<file path="src/rtl/arith_pkg.sv">
// Shared arithmetic-unit constants: FSM state encoding
// and the default operand width for the serial datapath.
package arith_pkg;

  localparam int ARITH_W = 4;

  typedef logic [1:0] st_t;

  localparam st_t ST_IDLE = 2'd0;
  localparam st_t ST_RUN  = 2'd1;
  localparam st_t ST_DONE = 2'd2;

endpackage

</file>
<file path="src/rtl/full_subtractor.sv">
// One-bit full subtractor: d = a - b - bin, bout = borrow.
// Two half-subtractor stages joined by an OR on the borrows.
module full_subtractor (
  input  logic a,
  input  logic b,
  input  logic bin,
  output logic d,
  output logic bout
);

  logic d1;
  logic b1;
  logic b2;

  // stage 1: a - b
  assign d1 = a ^ b;
  assign b1 = ~a & b;

  // stage 2: (a - b) - bin
  assign d  = d1 ^ bin;
  assign b2 = ~d1 & bin;

  assign bout = b1 | b2;

endmodule

</file>
<file path="src/rtl/serial_subtractor.sv">
// Bit-serial unsigned subtractor, LSB first, start/busy/done.
// Ports: clk, rst_n, start, a, b -> busy, done, diff, borrow_out.
module serial_subtractor
  import arith_pkg::*;
#(
  parameter int W = ARITH_W
) (
  input  logic         clk,
  input  logic         rst_n,
  input  logic         start,
  input  logic [W-1:0] a,
  input  logic [W-1:0] b,
  output logic         busy,
  output logic         done,
  output logic [W-1:0] diff,
  output logic         borrow_out
);

  localparam int CW = $clog2(W);

  st_t          state_q;
  st_t          state_d;
  logic [W-1:0] a_sr;
  logic [W-1:0] b_sr;
  logic [W-2:0] res_sr;
  logic [W-1:0] res_nxt;
  logic         borrow_q;
  logic [CW-1:0] cnt_q;
  logic         last;
  logic         accept;
  logic         run;
  logic         fs_d;
  logic         fs_bout;
  logic         busy_d;
  logic         done_d;
  logic         busy_q;
  logic         done_q;
  logic [W-1:0] diff_q;
  logic         bo_q;

  full_subtractor u_fs (
    .a    (a_sr[0]),
    .b    (b_sr[0]),
    .bin  (borrow_q),
    .d    (fs_d),
    .bout (fs_bout)
  );

  assign last   = (cnt_q == CW'(W - 1));
  assign accept = (state_q == ST_IDLE) && start;
  assign run    = (state_q == ST_RUN);

  // new bit enters at the top; full word on last step
  assign res_nxt = {fs_d, res_sr};

  always_ff @(posedge clk or negedge rst_n) begin
    if (!rst_n) begin
      state_q <= ST_IDLE;
    end else begin
      state_q <= state_d;
    end
  end

  always_comb begin
    state_d = state_q;
    unique case (state_q)
      ST_IDLE: if (start) state_d = ST_RUN;
      ST_RUN:  if (last) state_d = ST_DONE;
      ST_DONE: state_d = ST_IDLE;
      default: state_d = ST_IDLE;
    endcase
  end

  // outputs are flops fed from the next state
  always_comb begin
    busy_d = (state_d != ST_IDLE);
    done_d = (state_d == ST_DONE);
  end

  always_ff @(posedge clk or negedge rst_n) begin
    if (!rst_n) begin
      busy_q <= 1'b0;
      done_q <= 1'b0;
    end else begin
      busy_q <= busy_d;
      done_q <= done_d;
    end
  end

  always_ff @(posedge clk or negedge rst_n) begin
    if (!rst_n) begin
      a_sr     <= '0;
      b_sr     <= '0;
      res_sr   <= '0;
      borrow_q <= 1'b0;
      cnt_q    <= '0;
      diff_q   <= '0;
      bo_q     <= 1'b0;
    end else if (accept) begin
      a_sr     <= a;
      b_sr     <= b;
      res_sr   <= '0;
      borrow_q <= 1'b0;
      cnt_q    <= '0;
    end else if (run) begin
      a_sr     <= {1'b0, a_sr[W-1:1]};
      b_sr     <= {1'b0, b_sr[W-1:1]};
      res_sr   <= res_nxt[W-1:1];
      borrow_q <= fs_bout;
      cnt_q    <= cnt_q + CW'(1);
      if (last) begin
        diff_q <= res_nxt;
        bo_q   <= fs_bout;
      end
    end
  end

  assign busy       = busy_q;
  assign done       = done_q;
  assign diff       = diff_q;
  assign borrow_out = bo_q;

endmodule
</file>
<file path="config.mk">
export PLATFORM = sky130hd
export DESIGN_NAME = serial_subtractor
export DESIGN_NICKNAME = d
export VERILOG_FILES = /design/src/rtl/arith_pkg.sv /design/src/rtl/full_subtractor.sv /design/src/rtl/serial_subtractor.sv
export SDC_FILE = /design/constraint.sdc
export NUM_CORES = 1
export LEC_CHECK = 0
export CAP_MARGIN = 20
export CORE_UTILIZATION = 56
export CTS_BUF_LIST = sky130_fd_sc_hd__clkbuf_4
export DETAILED_ROUTE_END_ITERATION = 8
export PLACE_DENSITY = 0.85
export SYNTH_ARGS = -nofsm -noshare
export SYNTH_HDL_FRONTEND = slang
export SYNTH_SLANG_ARGS = --single-unit
export TNS_END_PERCENT = 100
</file>
<file path="constraint.sdc">
create_clock -name clk -period 2.99 [get_ports clk]
set_input_delay 0.7475 -clock clk [delete_from_list [all_inputs] [get_ports clk]]
set_output_delay 0.7475 -clock clk [all_outputs]
set_load 0.02 [all_outputs]
</file>
Yosys cells after proc, flatten, opt, wreduce, memory -nomap -nowiden:

Cells that the tools add are included.

* eq/ne operators: 3
* bitwise logic cells: 8
* mux-type cells: 13
* reductions and logical operators: 5
* add/subtract/negate cells: 1

Operators by type and width (count)
* $mux 4: 4
* $mux 2: 4
* $mux 3: 2
* $eq 2x2->1 const B: 2
* $pmux 2 s2: 1
* $reduce_bool 2->1: 2
* $not 1->1: 3
* $reduce_and 3->1: 1
* $add 2x1->2 const B: 1
* $and 1x1->1: 2
* $eq 2x1->1 const B: 1
* $logic_not 2->1: 1
* $mux 1: 2
* $xor 1x1->1: 2
* $logic_and 1x1->1: 1
* $or 1x1->1: 1

* input port bits: 11
* output and inout bits: 7
* register bits: 23
* logic and storage cells: 40

Longest topological paths before layout:

* depth after elaboration: 6
* gate-level depth with buffers: 4

Hierarchy:

A second synthesis with hierarchy kept.

* cell total of the unflattened synthesis: 80
* area, all modules: 952.2 µm²

By module, submodules not included
* serial_subtractor: times used 1, area each 920.9 µm², cells each 76
* full_subtractor: times used 1, area each 31.3 µm², cells each 4

Worst setup path after synthesis:

No wires, ideal clock.

* path kind: input to register
* start: input port b[0]
* end: register b_sr[0]
* stages on the path: 3
* path slack: 1.543 ns
* data arrival time: 1.316 ns
* cell sequence: or4b_1 o21ai_1 a21oi_1

* word-level cells in the longest chain between the ends: 1

RTL lines
* from (decl): RTL line serial_subtractor.sv:12 `input logic [W-1:0] b,`
* $mux 4: RTL line serial_subtractor.sv:99 `end else if (accept) begin`
* to (signal assigned): RTL line serial_subtractor.sv:107 `b_sr <= {1'b0, b_sr[W-1:1]};`
* to (decl): RTL line serial_subtractor.sv:24 `logic [W-1:0] b_sr;`

No other way between the ends.
A chain may end at the register's enable or synchronous reset.

Worst setup path after layout:

* start: register diff_q[2], in the netlist diff[2]
* end: output port diff[2]

RTL lines
* from (decl): RTL line serial_subtractor.sv:38 `logic [W-1:0] diff_q;`
* from (signal assigned): RTL line serial_subtractor.sv:112 `diff_q <= res_nxt;`
* to (decl): RTL line serial_subtractor.sv:15 `output logic [W-1:0] diff,`

No word-level cell between the ends.

==> results_dict.tcl <==
set metrics [dict create \
    run_status "completed" \
    final.setup.worst_slack_ps 964 \
    overflow 0 \
    finalCritPeriodShare 0.678 \
    clk_root_buffer_cell "sky130_fd_sc_hd__clkbuf_4" \
    placed_cells 111 \
    timing.final.crit_period_ps 2030 \
    holdBufCountCts 0 \
    wl_per_cell_um 15.4 \
    dp_hpwl_mm 1.29 \
    antenna_found_initial 0 \
    crit_path_cell_trace "clkdlybuf4s50_1" \
    critical-path-max-stage-delay_ps 600 \
    final_standard_cell_area_without_fillers_um2 1160 \
    final_net_count 113 \
    timing_worst_setup_path_type "reg2out" \
    flow.area_growth_from_synthesis_pct 22.7 \
    synth_seq_cells 23 \
    inserted_clock_buffers 3 \
    fp.coreArea_um2 1540 \
    path_buf_inv 1 \
    timing.final.setup_violations 0 \
    detailedRoute.firstIterationViolations 18 \
    count_of_final_hold_check_violations 0 \
    buffer_ports.inserted 17 \
    cp_data_required_time_ps 2240 \
    worst_hold_slack_ps 490 \
    worst_skew_pair.late_latency_ps 310 \
    fp.dieH_um 43.2 \
    grt_start_max_net_pins 24 \
    dieWidth_um 43.2 \
    pre_cts_setup_slack_ps 929 \
    cp_max_fo 2 \
    clkSlewWorstSetupHoldPaths_ps 130 \
    min-delay-path-class "reg2reg" \
    grt_usage 0.227 \
    tns_ps 0 \
    final_layout_size_suffix_gt1_frac 0.121 \
    synth_fp_nets 92 \
    number_of_buffers_on_the_longest_clock_path 2 \
    fp-row-count 14 \
    slew_headroom 0.662 \
    grt_first_pass_wirelength_mm 3.04 \
    rsz_0062_raised_after_global_routing "no" \
    cts_num_sinks 23 \
    grt_pass1_vias 656 \
    antenna_left 0 \
    diodes 0 \
    timing.max_cap.violations 0 \
    finished_layout_cells 115 \
    floorplan.initialDensity 0.616 \
    worstPathArrival_ps 1280 \
    globalplace.congestion 0.787 \
    drv_slew 0 \
    cts-resized-gates 0 \
    htree_num_levels 1 \
    number_of_optimization_iterations_in_the_first_detailed_route_pass 4 \
    drc 0 \
    fp.dieArea_um2 1860 \
    cts_setup_buffers 0 \
    vdd_ir_drop_max_v 0.000578 \
    cp-end-kind "output pin" \
    yosysWarnings 0 \
    vias 680 \
    critPathSlowestCell "sky130_fd_sc_hd__clkdlybuf4s50_1" \
    worstMarginPinSlew_ps 507 \
    timing.critical_path.max_delay_family "buffers and inverters" \
    clock_skew_ps 9.82 \
    routed_wl_mm 1.77 \
    worst_setup_path_start_kind "flip-flop" \
    synthDistinctLibCells 22 \
    syn-cell-area_um2 950 \
    io_pins 18 \
    syn_avg_cell_area_um2 12.0 \
    achievable-frequency_ghz 0.494 \
    synthesis.instances 79 \
    final_util 0.756 \
    leakagePower_nw 0.530 \
    via_per_inst 5.91 \
    tritoncts "built" \
    power_density_nw_per_um2 1050 \
    report.power.total_mw 1.23 \
    synth.yosys.seq_area_share 0.606 \
    cell_area_after_placement_um2 1140 \
]
state kept, by name, summed over array words and instances (netlist names):
signal and count:
cnt_q 2, borrow_q 1, busy 1, a_sr 4, res_sr 3, borrow_out 1
state_q 2, done 1, diff 4, b_sr 4
final cells by class:
class                   count  area (um2)
flip-flops and latches     23         576
multi-input cells          48         342
inverters                   6        22.5
clock inverters             1        5.00
well taps                  16        20.0
clock buffers               3        22.5
fillers                   120         377
repair buffers             18         178
final timing paths:
path | from | end | slack [ps] | depth (start not counted)
setup reg to reg | state_q[0]$_DFF_PN0_ | b_sr[0]$_DFFE_PN0P_ | 1530 | 3
hold reg to reg | borrow_out$_DFFE_PN0P_ | borrow_out$_DFFE_PN0P_ | 490 | 2
min in group asynchronous | rst_n | busy$_DFF_PN0_ | 760 | 2
setup / recovery | diff[2]$_DFFE_PN0P_ | diff[2] | 960 | 1
max in group asynchronous | rst_n | a_sr[3]$_DFFE_PN0P_ | 2000 | 2
hold / removal | borrow_out$_DFFE_PN0P_ | borrow_out$_DFFE_PN0P_ | 490 | 2
cell usage in the layout, fill, tap and decap left out, drive strengths merged:
cell type / synthesis / layout
nand2b: 2 / 2
o21bai: 1 / 1
buf: 1 / 1
ha: 1 / 1
and2b: 1 / 1
nand3b: 1 / 1
or2: 1 / 1
a21oi: 2 / 2
o32ai: 5 / 5
o22ai: 6 / 6
a22o: 4 / 4
inv: 6 / 6
clkdlybuf4s50: 0 / 17
dfrtp: 23 / 23
mux2: 4 / 4
clkinv: 0 / 1
fa: 1 / 1
o21ai: 7 / 7
nor2b: 1 / 1
nand2: 4 / 4
clkbuf: 1 / 3
nor2: 6 / 6
or4b: 1 / 1
power by group:
part,internal (mW),switching [mW]
sequential,0.450,0.112
combinational,0.260,0.263
clock,0.0499,0.0912
total,0.759,0.466
metal layers:
metal  part of all wire  track usage  wire length, um  up-vias
met1               0.45        0.321              804      329
met3              0.045       0.0511               79        2
li1                   -            -                -      327
met5                  0            0                0        -
met4              0.010       0.0909               18        0
met2               0.49        0.340              867       22
synth_stat cells (all sizes together):
library cell,number,area share
or2,1,0.0066
a21oi,2,0.011
nand2,4,0.016
buf,1,0.0053
nand3b,1,0.012
clkbuf,1,0.0053
and2b,1,0.0079
o22ai,6,0.040
nor2,6,0.024
o21bai,1,0.012
fa,1,0.021
nand2b,2,0.013
a22o,4,0.037
or4b,1,0.011
inv,6,0.024
dfrtp,23,0.61
o32ai,5,0.046
o21ai,7,0.037
mux2,4,0.047
ha,1,0.013
nor2b,1,0.0066
cells by family (layout without fill, tap and decap cells):
logic type,count (synthesis),in the layout,share of synthesized area
simple gates,17,17,0.0962
mux,4,4,0.0474
fa+ha+maj,2,2,0.0343
compound gates,25,25,0.182
buf+inv,8,28,0.0342
flops,23,23,0.606
Power figures use the tool's default switching activity.
